===== src/rtl/tx_link_pkg.sv =====
// Shared types and constants for the JESD204B TX link sequencing controller.
package tx_link_pkg;

  localparam int unsigned OCT_W = 8;
  localparam int unsigned FRM_W = 5;

  localparam logic [2:0] LINK_MUX_DATA = 3'd0;
  localparam logic [2:0] LINK_MUX_K    = 3'd1;
  localparam logic [2:0] LINK_MUX_ILA  = 3'd2;

  typedef enum logic [1:0] {
    ST_CGS       = 2'd0,
    ST_WAIT_LMFC = 2'd1,
    ST_ILA       = 2'd2,
    ST_DATA      = 2'd3
  } link_state_e;

  function automatic logic [2:0] state_to_mux(input link_state_e st);
    logic [2:0] mux;
    case (st)
      ST_ILA:  mux = LINK_MUX_ILA;
      ST_DATA: mux = LINK_MUX_DATA;
      default: mux = LINK_MUX_K;
    endcase
    return mux;
  endfunction

endpackage


===== src/rtl/lmfc_counter.sv =====
// Free-running octet/frame counters with registered frame and LMFC pulses.
module lmfc_counter
  import tx_link_pkg::*;
#(
  parameter int unsigned F_OCTETS = 8,
  parameter int unsigned K_FRAMES = 4
) (
  input  logic             clk,
  input  logic             rst_n,
  output logic [FRM_W-1:0] frame_cnt,
  output logic             frame_pulse,
  output logic             lmfc_pulse
);

  localparam logic [OCT_W-1:0] OCT_LAST = OCT_W'(F_OCTETS - 1);
  localparam logic [FRM_W-1:0] FRM_LAST = FRM_W'(K_FRAMES - 1);

  logic [OCT_W-1:0] octet_cnt;
  logic [OCT_W-1:0] octet_d;
  logic [FRM_W-1:0] frame_d;
  logic             octet_wrap;

  always_comb begin
    octet_wrap = (octet_cnt == OCT_LAST);
    octet_d    = octet_wrap ? '0 : octet_cnt + OCT_W'(1);
    frame_d    = frame_cnt;
    if (octet_wrap) begin
      frame_d = (frame_cnt == FRM_LAST) ? '0 : frame_cnt + FRM_W'(1);
    end
  end

  // Pulses are computed from the next counter values so they line up with the count they flag.
  always_ff @(posedge clk or negedge rst_n) begin
    if (!rst_n) begin
      octet_cnt   <= '0;
      frame_cnt   <= '0;
      frame_pulse <= 1'b0;
      lmfc_pulse  <= 1'b0;
    end else begin
      octet_cnt   <= octet_d;
      frame_cnt   <= frame_d;
      frame_pulse <= (octet_d == OCT_LAST);
      lmfc_pulse  <= (octet_d == OCT_LAST) && (frame_d == FRM_LAST);
    end
  end

endmodule


===== src/rtl/tx_link_ctrl.sv =====
// JESD204B TX link sequencing: CGS -> LMFC-aligned ILA -> user data, with SYNC~ error/resync
// detection during the data phase.
module tx_link_ctrl
  import tx_link_pkg::*;
#(
  parameter int unsigned F_OCTETS   = 8,
  parameter int unsigned K_FRAMES   = 4,
  parameter int unsigned ILA_MF     = 4,
  parameter int unsigned RESYNC_OCT = 5 * F_OCTETS + 9
) (
  input  logic             clk,
  input  logic             rst_n,
  input  logic             i_link_en,
  input  logic             i_sync_n,
  output logic [2:0]       o_link_mux,
  output logic [FRM_W-1:0] o_no_frame_de_assertion,
  output logic             o_lmfc_pulse,
  output logic             o_frame_pulse,
  output logic [1:0]       o_state,
  output logic             o_sync_err,
  output logic             o_resync
);

  localparam int unsigned      LOW_W    = $clog2(RESYNC_OCT + 1);
  localparam logic [LOW_W-1:0] LOW_LAST = LOW_W'(RESYNC_OCT - 1);
  localparam logic [7:0]       ILA_LAST = 8'(ILA_MF - 1);

  link_state_e      state_q, state_d;
  logic [7:0]       ila_q, ila_d;
  logic [LOW_W-1:0] low_q, low_d;
  logic [FRM_W-1:0] nfr_q, nfr_d;
  logic [2:0]       mux_q;
  logic             sync_err_q, sync_err_d;
  logic             resync_q, resync_d;
  logic [FRM_W-1:0] frame_cnt;
  logic             lmfc_pulse;

  lmfc_counter #(
    .F_OCTETS (F_OCTETS),
    .K_FRAMES (K_FRAMES)
  ) u_lmfc_counter (
    .clk         (clk),
    .rst_n       (rst_n),
    .frame_cnt   (frame_cnt),
    .frame_pulse (o_frame_pulse),
    .lmfc_pulse  (lmfc_pulse)
  );

  always_comb begin
    state_d    = state_q;
    ila_d      = ila_q;
    low_d      = '0;
    nfr_d      = nfr_q;
    sync_err_d = 1'b0;
    resync_d   = 1'b0;
    if (!i_link_en) begin
      state_d = ST_CGS;
    end else begin
      unique case (state_q)
        ST_CGS: begin
          if (i_sync_n) begin
            state_d = ST_WAIT_LMFC;
            nfr_d   = frame_cnt;
          end
        end
        ST_WAIT_LMFC: begin
          if (!i_sync_n) begin
            state_d = ST_CGS;
          end else if (lmfc_pulse) begin
            state_d = ST_ILA;
            ila_d   = '0;
          end
        end
        ST_ILA: begin
          if (!i_sync_n) begin
            state_d = ST_CGS;
          end else if (lmfc_pulse) begin
            ila_d = ila_q + 8'd1;
            if (ila_q == ILA_LAST) state_d = ST_DATA;
          end
        end
        ST_DATA: begin
          if (!i_sync_n) begin
            if (low_q == LOW_LAST) begin
              state_d  = ST_CGS;
              resync_d = 1'b1;
            end else begin
              low_d = low_q + LOW_W'(1);
            end
          end else if (low_q != '0) begin
            // Low run ended before the resync threshold: receiver flagged an error.
            sync_err_d = 1'b1;
          end
        end
        default: state_d = ST_CGS;
      endcase
    end
  end

  always_ff @(posedge clk or negedge rst_n) begin
    if (!rst_n) begin
      state_q    <= ST_CGS;
      ila_q      <= '0;
      low_q      <= '0;
      nfr_q      <= '0;
      mux_q      <= LINK_MUX_K;
      sync_err_q <= 1'b0;
      resync_q   <= 1'b0;
    end else begin
      state_q    <= state_d;
      ila_q      <= ila_d;
      low_q      <= low_d;
      nfr_q      <= nfr_d;
      mux_q      <= state_to_mux(state_d);
      sync_err_q <= sync_err_d;
      resync_q   <= resync_d;
    end
  end

  assign o_link_mux              = mux_q;
  assign o_no_frame_de_assertion = nfr_q;
  assign o_lmfc_pulse            = lmfc_pulse;
  assign o_state                 = state_q;
  assign o_sync_err              = sync_err_q;
  assign o_resync                = resync_q;

endmodule


===== config.mk =====
export PLATFORM = sky130hd
export DESIGN_NAME = tx_link_ctrl
export DESIGN_NICKNAME = d
export VERILOG_FILES = /design/src/rtl/tx_link_pkg.sv /design/src/rtl/lmfc_counter.sv /design/src/rtl/tx_link_ctrl.sv
export SDC_FILE = /design/constraint.sdc
export NUM_CORES = 1
export LEC_CHECK = 0
export BUFFER_PORTS_ARGS = -buffer_cell sky130_fd_sc_hd__buf_2
export CAP_MARGIN = 20
export CORE_ASPECT_RATIO = 0.75
export CORE_MARGIN = 3
export CORE_UTILIZATION = 45
export CTS_CLUSTER_DIAMETER = 150
export DETAILED_ROUTE_END_ITERATION = 10
export SLEW_MARGIN = 30
export SYNTH_ARGS = -nofsm -noshare
export SYNTH_HDL_FRONTEND = slang
export SYNTH_SLANG_ARGS = --single-unit

===== constraint.sdc =====
create_clock -name clk -period 2.09 [get_ports clk]
set_clock_uncertainty 0.05 [all_clocks]
set_input_delay 0.1045 -clock clk [delete_from_list [all_inputs] [get_ports clk]]
set_output_delay 0.1045 -clock clk [all_outputs]
set_load 0.01 [all_outputs]

==> results.ini <==
[floorplan]
io_pins = 18
initial_core_util_pct = 47.6
core_area_um2 = 4130
die_w_um = 82.3
die_y_um = 63.2
fp-row-count = 20
die_area_um2 = 5200

[placement]
dp_hpwl_um = 2450
gp_congestion = 0.800
port_buffers = 16

[detailed_routing]
viasPerCell = 5.32
drt_iter0_markers = 34
dr_total_vias = 1416
route.detailed.drc = 0
drt-wirelength-per-cell_um = 13.1
first_pass_iters = 4
drtAntennaViolNets = 0
routed_wl_um = 3480

[critical_path]
required_ps = 2260
cp.arrival_ps = 1900
criticalPathCategory = register to register
crit_path_frequent_cell = a211o_1
path_cells = ha_1 > a211o_1 > a211o_1 > a21oi_1 > and4b_1
crit_path_max_incr_delay_ps = 410
crit_fanout = 8
slowest_stage = dfrtp_1
cp-start-kind = register
crit_path_end_kind = register

[yosys]
yosysTopAreaCell = dfrtp_1
synth_edf_count = 0
yosysUniqueCellTypes = 43
synth_seq_area_share_pct = 51.0
syn_avg_cell_area_um2 = 10.3
synth_common_cells = dfrtp_1 (39), nor2_1 (20), nand2_1 (16)
netlist_instances = 191
synth.area.top_cells = dfrtp_1 (50%), xnor2_1 (4.9%), ha_1 (3.8%)
synth_nets = 201
yosysMostFrequentCell = dfrtp_1
async_flop_share_pct = 100
synth-seq-cells = 40
netlist_area_um2 = 1960
synth_top_area_share_pct = 49.7
yosys_warnings = 0
ys.flop_type = dfrtp_1

[sta]
fin_setup_tns_ps = 0
rsz0062_at_grt = false
finalSetupViolations = 0
finalCriticalPeriod_ps = 1730
fin_crit_sh_pct = 82.5
hold_viol = 0
fmax_ghz = 0.580
slew_violations = 0

[final_layout]
n_antenna_cell = 0
synthToLayoutAreaGrowth_pct = 11.5
drive_gt1_share_pct = 18.0
utilization_pct = 53.1
fin_nets = 220

[global_routing]
grt_max_degree = 41
met1_usage_pct = 20.6
grt_util_met2_pct = 22.9
busiest_layer = met2
grt_util_all_layers_pct = 14.9
grt_pass1_vias = 1356
grt_pass1_wl_um = 6070
grt-ovfl-total = 0
antenna_found_initial = 0
grtUsageMet3_pct = 3.86

[clock_network]
post-cts-setup-buffer-count = 0
numCtsBuffers = 5
cts_tree = built
clk_pin_slew_worst_paths_ps = 70
clk_path_buf_depth = 2
clock-sinks = 40
root_buffer = clkbuf_8
cts_max_level = 2
clk_latency_ps = 290

[pwr]
leakage_nw = 1.04
irDropWorstVdd_v = 0.000342
p_per_area_nw_per_um2 = 611

[run_status]
status = completed

[run]
cap_violations = 0

[hold_path]
hp-class = input pin to register

[final timing paths]
path | start | to | slack [ps] | cells after the start
worst max-delay path | u_lmfc_counter.octet_cnt[0] | u_lmfc_counter.lmfc_pulse | 360 | 5
worst min-delay path | i_link_en | o_state[0] | 80 | 2
worst max register to register | u_lmfc_counter.octet_cnt[0] | u_lmfc_counter.lmfc_pulse | 360 | 5
worst min register to register | u_lmfc_counter.octet_cnt[0] | u_lmfc_counter.octet_cnt[0] | 440 | 1
max in group asynchronous | rst_n | o_link_mux[0] | 1360 | 2
min in group asynchronous | rst_n | ila_q[0] | 260 | 2
[cell families (layout without fill, tap and decap cells)]
| group | count (synthesis) | after routing | share of synthesized area [%] |
|---|---|---|---|
| AND/OR/NAND/NOR | 78 | 78 | 20.9 |
| XOR/XNOR | 16 | 16 | 7.13 |
| flip-flops | 40 | 40 | 51.0 |
| other | 1 | 1 | 0.191 |
| buffers and inverters | 17 | 37 | 3.88 |
| multiplexers | 7 | 7 | 3.95 |
| adder cells (fa/ha/maj) | 6 | 6 | 3.82 |
| AO/OA/AOI/OAI | 26 | 26 | 9.11 |
[routing by layer]
metal,up-vias,share of wire (%)
met1,671,49
met4,0,0.55
met3,2,4.2
met2,34,46
met5,-,0
li1,709,-
[flip-flops by register name, indices dropped and copies added, names as in the netlist]
register and cells:
u_lmfc_counter.frame_pulse 1, u_lmfc_counter.frame_cnt 5, ila_q 8, u_lmfc_counter.octet_cnt 8, o_no_frame_de_assertion 5, o_sync_err 1
o_link_mux 2, o_resync 1, u_lmfc_counter.lmfc_pulse 1, low_q 6, o_state 2
[cells in the final DEF, fill, tap and decap left out, types with 2 or more instances in the layout]
cell type / n
a211o_1: 2
inv_1: 9
nor3_1: 5
nor3b_1: 2
nand4_1: 4
buf_2: 15
nor4_1: 3
nor4b_1: 2
mux2_2: 6
nand2_1: 16
a21oi_1: 5
o21ai_0: 6
xor2_1: 5
a31o_2: 3
buf_4: 4
ha_1: 6
nor2_1: 20
and2_1: 2
clkbuf_8: 5
nand3_1: 10
dfrtp_1: 39
and3_1: 3
xnor2_1: 11
and4_1: 3
a22o_1: 3
[where the power goes]
part	total, mW	internal [mW]	switching, mW
sequential	0.782	0.779	0.00264
combinational	0.0552	0.0189	0.0363
clock	0.501	0.233	0.267
total	1.34	1.03	0.306
[final cells by class]
type / instances / area (µm²)
Fill cell: 380 / 1940
Sequential cell: 40 / 1000
Multi-Input combinational cell: 134 / 886
Timing Repair Buffer: 20 / 115
Clock buffer: 6 / 72.6
Tap cell: 55 / 68.8
Inverter: 9 / 33.8
Clock inverter: 2 / 12.5
[stage by stage]
stage	power [mW]	area (µm²)	instances	setup slack, ps	hold WS, ps
after global routing	1.40	2190	266	224	78.7
after CTS	1.36	2190	266	347	68.6
after floorplan	0.824	1960	191	385	-241
after detailed placement	0.852	2090	257	356	223
after global placement	0.852	2090	257	388	213
final	1.34	2190	266	365	83.0
[critical path: cells and delay by family, from the launching register on]
| kind | cells | cell delay, ps |
|---|---|---|
| adder cells (fa/ha/maj) | 1 | 300 |
| flip-flops | 1 | 410 |
| AND/OR/NAND/NOR | 1 | 200 |
| AO/OA/AOI/OAI | 3 | 720 |
[what timing repair did]
item / in CTS / in global routing
endpoints found under the hold margin: 39 / 0
hold buffers: 1 / 0
gates resized for setup: 0 / 0
setup endpoints to repair: 0 / 0
Note: power is estimated with default switching activity, not from simulation.
